`src/rtl/i2s_feed_ctrl.sv`:
```
// Stereo sample feeder for the i2s serializer: two requesters share a small
// FIFO through a round-robin arbiter, drained one entry per sample strobe.
module i2s_feed_ctrl #(
    parameter int DATA_WIDTH = 16,
    parameter int FIFO_DEPTH = 4
) (
    input  logic                          clk,
    input  logic                          reset,
    input  logic                          sample_clk_en,
    input  logic                          mute,
    input  logic                          req0_valid,
    input  logic signed [DATA_WIDTH-1:0]  req0_left,
    input  logic signed [DATA_WIDTH-1:0]  req0_right,
    output logic                          req0_ready,
    input  logic                          req1_valid,
    input  logic signed [DATA_WIDTH-1:0]  req1_left,
    input  logic signed [DATA_WIDTH-1:0]  req1_right,
    output logic                          req1_ready,
    output logic signed [DATA_WIDTH-1:0]  left_channel,
    output logic signed [DATA_WIDTH-1:0]  right_channel,
    output logic                          underrun,
    output logic [15:0]                   underrun_count,
    output logic [$clog2(FIFO_DEPTH):0]   fifo_level
);

    localparam int PTR_W = $clog2(FIFO_DEPTH);
    localparam logic [PTR_W:0] LEVEL_FULL = (PTR_W + 1)'(FIFO_DEPTH);

    function automatic logic [15:0] sat_inc(input logic [15:0] v);
        return (v == 16'hFFFF) ? v : v + 16'd1;
    endfunction

    logic [2*DATA_WIDTH-1:0] mem [FIFO_DEPTH];
    logic [PTR_W-1:0]        wr_ptr;
    logic [PTR_W-1:0]        rd_ptr;
    logic                    prio;
    logic                    ready_en;
    logic                    space;
    logic                    push0;
    logic                    push1;
    logic                    push;
    logic                    pop;
    logic                    empty;
    logic [2*DATA_WIDTH-1:0] push_data;
    logic [2*DATA_WIDTH-1:0] head;

    // The favoured requester is ready whenever there is room; the other one
    // only when the favoured requester is idle, so at most one write per cycle.
    always_comb begin
        space      = ready_en && (fifo_level < LEVEL_FULL);
        req0_ready = space && (!prio || !req1_valid);
        req1_ready = space && (prio || !req0_valid);
        push0      = req0_valid && req0_ready;
        push1      = req1_valid && req1_ready;
        push       = push0 || push1;
        push_data  = push1 ? {req1_left, req1_right} : {req0_left, req0_right};
        empty      = (fifo_level == '0);
        pop        = sample_clk_en && !empty;
        head       = mem[rd_ptr];
    end

    always_ff @(posedge clk) begin
        if (push) begin
            mem[wr_ptr] <= push_data;
        end
    end

    always_ff @(posedge clk or posedge reset) begin
        if (reset) begin
            ready_en       <= 1'b0;
            prio           <= 1'b0;
            wr_ptr         <= '0;
            rd_ptr         <= '0;
            fifo_level     <= '0;
            underrun       <= 1'b0;
            underrun_count <= '0;
            left_channel   <= '0;
            right_channel  <= '0;
        end else begin
            ready_en <= 1'b1;
            if (push) begin
                wr_ptr <= wr_ptr + 1'b1;
                prio   <= push0;
            end
            if (pop) begin
                rd_ptr <= rd_ptr + 1'b1;
            end
            case ({push, pop})
                2'b10:   fifo_level <= fifo_level + 1'b1;
                2'b01:   fifo_level <= fifo_level - 1'b1;
                default: fifo_level <= fifo_level;
            endcase
            // A push landing on an empty FIFO in a strobe cycle is too late for
            // this period: it counts as an underrun and stays queued.
            underrun <= sample_clk_en && empty;
            if (sample_clk_en && empty) begin
                underrun_count <= sat_inc(underrun_count);
            end
            if (sample_clk_en) begin
                if (mute) begin
                    left_channel  <= '0;
                    right_channel <= '0;
                end else if (!empty) begin
                    left_channel  <= $signed(head[2*DATA_WIDTH-1:DATA_WIDTH]);
                    right_channel <= $signed(head[DATA_WIDTH-1:0]);
                end
            end
        end
    end

endmodule

```
`config.mk`:
```
export PLATFORM = sky130hd
export DESIGN_NAME = i2s_feed_ctrl
export DESIGN_NICKNAME = d
export VERILOG_FILES = /design/src/rtl/i2s_feed_ctrl.sv
export SDC_FILE = /design/constraint.sdc
export NUM_CORES = 1
export LEC_CHECK = 0
export ABC_AREA = 1
export CAP_MARGIN = 20
export CORE_MARGIN = 2
export CORE_UTILIZATION = 58
export CTS_BUF_LIST = sky130_fd_sc_hd__clkbuf_8 sky130_fd_sc_hd__clkbuf_16
export DETAILED_ROUTE_END_ITERATION = 6
export PLACE_DENSITY_LB_ADDON = 0.05
export SYNTH_ARGS = -nofsm -noshare
export SYNTH_HDL_FRONTEND = slang
export SYNTH_SLANG_ARGS = --single-unit
export TNS_END_PERCENT = 20
```
`constraint.sdc`:
```
create_clock -name clk -period 5.7 [get_ports clk]
set_input_delay 0.855 -clock clk [delete_from_list [all_inputs] [get_ports clk]]
set_output_delay 0.855 -clock clk [all_outputs]
set_load 0.05 [all_outputs]
```
==> results.toml, run 1 <==
[clock_tree]
cts.sinks = 186
ctsRootBufferMaster = "clkbuf_16"
cts_hold_buf = 0
cts_buffer_depth = 2
clk_pin_slew_worst_paths_ns = 0.07
cts_resized = 0
clkLatencyLatePin_ns = 0.42
cts_tree = "done"
cts_setup_buffers = 0
cts_buffers = 17
cts_max_level = 4

[logic_synthesis]
ys_ff_latch = 186
yosys_warnings = 0
synthTopCellsByArea = "edfxtp_1 (48%), dfrtp_1 (18%), nand2_1 (15%)"
netlist_instances = 793
synth_ff_type = "edfxtp_1"
synth_area_leader_cell = "edfxtp_1"
avgSynthCellArea_um2 = 10.10
synthArstFlopShare_pct = 31.18
synth-seq-area-share_pct = 66.09
ys_types = 28
synth_area_um2 = 8011
syn_nets = 870
synth.top_cell.area_share_pct = 47.98
synth-edff-count = 128

[detailed_routing]
routed_wl_mm = 17.15
viasPerCell = 5.304
drt_pass1_iterations = 4
drc = 0
ant_nets = 0
vias = 5813
avgRoutedWirePerCell_um = 15.64
initialDrtViolationCount = 479

[setup_path]
path_class = "in2reg"
cp_cell_sequence = "clkdlybuf4s50_1 -> nand3_2 -> nand2_1 -> inv_1 -> nor2_4"
path_depth = 5
startpoint = "req1_valid"
startpoint_type = "input pin"
reg2reg_from = "fifo_level[2]$_DFFE_PP0P_"
cp.required_ns = 5.73
slowest_stage = "nor2_4"
endpoint = "mem[0][6]$_DFFE_PP_"
r2r_setup_slack_ns = 2.34
cp_num_buf_inv = 2
cp_max_fo = 34
arrival_ns = 3.58
endpoint_kind = "flop"
r2r_cells = 5
max_stage_delay_ns = 0.89
r2r_end = "mem[0][6]$_DFFE_PP_"
path_delay_family = "simple AND/OR/NAND/NOR gates"

[pwr]
vdd_ir_drop_max_mv = 0.2458
p_per_area_nw_per_um2 = 498.5
p_int_mw = 3.117
p_clk_share_pct = 25.4
p_total_mw = 5.022
p_switching_mw = 1.906
p_comb_share_pct = 37.2
p_leak_nw = 4.211
p_sw_share_pct = 37.95
pwr-share-seq_pct = 37.4

[global_route]
top_usage_layer = "met2"
grt_remaining_overflow = 0
met2_usage_pct = 40.03
grt.total_usage_pct = 24.41
grt_max_degree = 67
grt_pass1_wl_mm = 27.45
grtUsageMet3_pct = 4.934
grt_use_met1_pct = 31.37
first_global_vias = 5718
antenna_found_initial = 0

[floorplanning]
die_x_um = 121.5
ioPinCount = 124
start_util_pct = 60.02
die_area_um2 = 14770
rows = 42
core-area_um2 = 13350
fp.dieH_um = 121.5

[timing]
worst_pin_slew_ns = 1.102
layout_min_cycle_time_ns = 3.551
fmax_mhz = 281.6
fin_skew_ns = 0.006941
slew_headroom_pct = 26.38
setup_tns_ns = 0
drv_slew = 0
min_period_over_period_pct = 62.29
grt_setup_unrepaired = "no"
finalHoldViolations = 0
setup_violations = 0

[place]
place.gp.congestion = 0.7995
place_inst = 1062
dp_hpwl_mm = 10.14
io_buffer_count = 123
dpl_cell_area_um2 = 9389

[finish]
final_cells = 1096
layout_common_cells = "nand2_1 (326), edfxtp_1 (128), clkdlybuf4s50_1 (123)"
final_nets = 984
diodes = 0
fin_area_um2 = 10070
drive_above_1_share_pct = 6.739
area_growth_syn_to_layout_pct = 25.75
layout_commonest_cell = "nand2_1"

[flow_run]
maxCapViolCount = 0

[run_status]
status = "completed"

[min_path]
hold_path_depth = 2
hp-class = "reg2reg"
## state kept, by name, indices dropped and copies added (netlist names)
name,flops
ready_en,1
mem,128
right_channel,16
prio,1
underrun_count,16
rd_ptr,2
wr_ptr,2
fifo_level,3
underrun,1
left_channel,16
## worst reg2reg max path, stage by stage (launching register included)
cell	delay (ns)
dfrtp_1	0.45
nor2_1	0.29
nand3_2	0.69
nand2_1	0.41
inv_1	0.25
nor2_4	0.89
## worst min path at each step
stage | start | endpoint | slack [ns]
after floorplan | wr_ptr[0]$_DFFE_PP0P_ | wr_ptr[0]$_DFFE_PP0P_ | 0.49
after global placement | underrun_count[15]$_DFFE_PP0P_ | underrun_count[15]$_DFFE_PP0P_ | 0.51
after detailed placement | fifo_level[1]$_DFFE_PP0P_ | fifo_level[1]$_DFFE_PP0P_ | 0.51
after CTS | underrun_count[15]$_DFFE_PP0P_ | underrun_count[15]$_DFFE_PP0P_ | 0.54
after global routing | underrun_count[15]$_DFFE_PP0P_ | underrun_count[15]$_DFFE_PP0P_ | 0.55
final | left_channel[7]$_DFFE_PP0P_ | left_channel[7]$_DFFE_PP0P_ | 0.54
## cell type report
type,count,area (um^2)
Clock buffer,17,425.4
Clock inverter,15,220.2
Sequential cell,186,5296
Multi-Input combinational cell,505,2336
Tap cell,176,220.2
Timing Repair Buffer,129,1321
Fill cell,879,3273
Inverter,68,255.2
## routing by layer
layer / wire length [um] / vias up
met4: 394 / 0
met3: 980 / 28
met5: 0 / -
li1: - / 2833
met1: 7084 / 2761
met2: 8687 / 191
## cells in the mapped netlist (3+ instances only)
cell type	number
edfxtp_1	128
buf_2	25
nand2_1	326
xor2_1	6
nor2_1	24
dfrtp_1	58
a21oi_1	3
xnor2_1	4
nand3_1	72
o22ai_1	32
nand2_2	3
nor2_2	3
o21ai_0	7
inv_2	5
nand4_1	5
inv_1	63
ha_1	6
clkbuf_1	8
nand3_2	3
## cell families (layout without fill, tap and decap cells)
kind of cell | count (synthesis) | count (layout) | synth area share, %
buffers and inverters | 102 | 229 | 5.263
DFF | 186 | 186 | 66.09
xor gates and xnor gates | 10 | 10 | 1.093
adders and majority gates | 7 | 7 | 1.187
AOI/OAI and AO/OA | 44 | 44 | 3.248
other | 1 | 1 | 0.04681
and+or+nand+nor | 443 | 443 | 23.07
## power by group through the flow
stage	Combinational, mW	Sequential (mW)	Clock (mW)
floorplan	0.854	2.30	0
finish	1.87	1.88	1.28
global placement	1.72	1.94	0
detailed placement	1.79	1.95	0
global route	2.04	1.91	1.34
CTS	1.81	1.93	1.29
## metrics by stage
| step | hold WS, ns | setup WS (ns) | utilization (%) |
|---|---|---|---|
| floorplan | 0.4936 | 2.620 | - |
| global placement | 0.5086 | 1.828 | 70.14 |
| detailed placement | 0.5078 | 1.748 | 70.34 |
| CTS | 0.5353 | 2.176 | 75.18 |
| global route | 0.5496 | 1.975 | 75.48 |
| finish | 0.5361 | 2.149 | 75.48 |
No activity file was read; power rests on OpenSTA's default activity.
==> run 2, diff against run 1 <==
--- a/config.mk
+++ b/config.mk
@@ -8,7 +8,7 @@
 export ABC_AREA = 1
 export CAP_MARGIN = 20
 export CORE_MARGIN = 2
-export CORE_UTILIZATION = 58
+export CORE_UTILIZATION = 49
 export CTS_BUF_LIST = sky130_fd_sc_hd__clkbuf_8 sky130_fd_sc_hd__clkbuf_16
 export DETAILED_ROUTE_END_ITERATION = 6
 export PLACE_DENSITY_LB_ADDON = 0.05
==> constraint.sdc (replaced) <==
create_clock -name clk -period 3.1 [get_ports clk]
set_input_delay 0.465 -clock clk [delete_from_list [all_inputs] [get_ports clk]]
set_output_delay 0.465 -clock clk [all_outputs]
set_load 0.05 [all_outputs]
==> run 2 against run 1 <==
Effect of this change: worst hold slack worse by 0.17 ns; clock power up 64%; combinational power up 84%; global-route usage down 2.3 points; register-to-register slack worse by 1.4 ns; non-clock buffer count up 11; critical path depth down 1; sequential cell count unchanged; via count up 0.84%; die area up 18%; clock-buffer cell count up 1; wire length up 7.0%; largest cell class unchanged; highest routed layer unchanged.
==> results.toml, run 2 (synthesis gave the netlist of run 1 again) <==
[run_status]
status = "completed"

[place]
place_inst = 1115
dp_hpwl_mm = 11.51
place.gp.congestion = 0.7903
dpl_cell_area_um2 = 9529
dp_slack_ns = 0.5876
io_buffer_count = 123

[finish]
final_cells = 1147
diodes = 0
layout_common_cells = "nand2_1 (326), edfxtp_1 (128), clkdlybuf4s50_1 (123)"
largest_register_ffs = 128
final_nets = 995
layout_commonest_cell = "nand2_1"
area_growth_syn_to_layout_pct = 26.17
fin_area_um2 = 10110
drive_above_1_share_pct = 8.056
regMostFlops = "mem"
fillCellCount = 1293

[floorplanning]
start_util_pct = 50.25
ioPinCount = 124
die_x_um = 131.9
core-area_um2 = 15940
rows = 46
die_area_um2 = 17390
fp.dieH_um = 131.9

[setup_path]
slowest_stage = "clkdlybuf4s50_1"
path_class = "reg2out"
cp_cell_sequence = "nor2_1 -> inv_1 -> a21oi_1 -> clkdlybuf4s50_1"
cp_max_fo = 4
arrival_ns = 2.22
endpoint_kind = "output port"
r2r_setup_slack_ns = 0.93
cp.required_ns = 2.63
max_stage_delay_ns = 0.82
startpoint_type = "flop"

[clock_tree]
cts_buffer_depth = 2
clk_pin_slew_worst_paths_ns = 0.07
cts.sinks = 186
ctsRootBufferMaster = "clkbuf_16"
cts_max_level = 4
clkLatencyLatePin_ns = 0.43
cts_setup_buffers = 0
cts_tree = "done"
cts_hold_buf = 0
cts_resized = 0
cts_buffers = 17

[timing]
worst_pin_slew_ns = 0.7445
drv_slew = 0
setup_tns_ns = 0
slew_headroom_pct = 50.29
finalHoldViolations = 0
fin_skew_ns = 0.007526
fin_ws_ns = 0.4140
min_period_over_period_pct = 86.64
grt_setup_unrepaired = "no"
layout_min_cycle_time_ns = 2.686
fmax_mhz = 372.3
setup_violations = 0

[pwr]
vdd_ir_drop_max_mv = 0.4748
p_leak_nw = 4.218
p_per_area_nw_per_um2 = 886.6

[detailed_routing]
routed_wl_mm = 18.34
avgRoutedWirePerCell_um = 15.99
initialDrtViolationCount = 401
drc = 0
ant_nets = 0
vias = 5862
drt_pass1_iterations = 5
viasPerCell = 5.111

[flow_run]
maxCapViolCount = 0

[global_route]
first_global_vias = 5762
antenna_found_initial = 0
grt_remaining_overflow = 0
grt_max_degree = 66
grt.total_usage_pct = 22.12
grt_pass1_wl_mm = 29.62

[min_path]
hp-class = "in2async"
[run 2: changes by cell type in the layout (fill, tap and decap cells not counted), moves of 2 or more]
cell,change
clkinv_2,-2
buf_4,+13
inv_6,+2
bufinv_16,-5
clkinv_4,+2
inv_8,+3
[run 2: worst max-delay path, delay by kind of cell, from the launching register on]
family	cells	cell delay, ns
compound gates	1	0.15
simple gates	1	0.27
flops	1	0.44
buf+inv	2	0.92
[run 2: metrics by stage]
stage	hold slack (ns)	power (mW)	util, %
floorplan	0.4936	5.794	-
global placement	0.5165	6.845	59.77
detailed placement	0.5193	6.945	59.77
CTS	0.3648	9.044	63.40
global route	0.3964	9.483	63.40
finish	0.3682	8.962	63.40
[run 2: power by group]
part / internal (mW) / switching, mW / leakage [nW] / total [mW]
Combinational: 1.08 / 2.37 / 2.02 / 3.45
Sequential: 3.20 / 0.220 / 1.92 / 3.42
Clock: 1.11 / 0.990 / 0.277 / 2.10
Total: 5.38 / 3.58 / 4.22 / 8.96
[run 2: area by class of cell]
| cell class | count | area, um^2 | share of cell area, % |
|---|---|---|---|
| clock buffer | 18 | 450.4 | 4.456 |
| clock inverter | 14 | 128.9 | 1.275 |
| inverter | 68 | 255.2 | 2.525 |
| multi-input combinational | 505 | 2336 | 23.11 |
| sequential | 186 | 5296 | 52.40 |
| tap | 216 | 270.3 | 2.674 |
| timing repair buffer | 140 | 1371 | 13.57 |
[run 2: worst paths after layout]
check,from,to,cells after the start
min in group clk,fifo_level[1]$_DFFE_PP0P_,fifo_level[1]$_DFFE_PP0P_,2
hold / removal,reset,left_channel[5]$_DFFE_PP0P_,2
setup / recovery,fifo_level[2]$_DFFE_PP0P_,req1_ready,4
max in group asynchronous,reset,right_channel[11]$_DFFE_PP0P_,3
hold reg to reg,fifo_level[1]$_DFFE_PP0P_,fifo_level[1]$_DFFE_PP0P_,2
setup reg to reg,fifo_level[2]$_DFFE_PP0P_,mem[2][5]$_DFFE_PP_,6
[run 2: routing by layer]
metal  GRT usage (%)  vias up  part of all wire, %
met1           27.81     2798                   42
met3           4.306       29                  5.8
li1                -     2856                    -
met5               0        -                    0
met4           8.514        0                  1.7
met2           37.99      179                   51
==> run 3, diff against run 2 <==
--- a/config.mk
+++ b/config.mk
@@ -9,10 +9,9 @@
 export CAP_MARGIN = 20
 export CORE_MARGIN = 2
 export CORE_UTILIZATION = 49
-export CTS_BUF_LIST = sky130_fd_sc_hd__clkbuf_8 sky130_fd_sc_hd__clkbuf_16
 export DETAILED_ROUTE_END_ITERATION = 6
 export PLACE_DENSITY_LB_ADDON = 0.05
 export SYNTH_ARGS = -nofsm -noshare
 export SYNTH_HDL_FRONTEND = slang
 export SYNTH_SLANG_ARGS = --single-unit
-export TNS_END_PERCENT = 20
+export TNS_END_PERCENT = 1
==> results of run 3 <==
Final layout, timing and power as in run 2 (identical DEF).
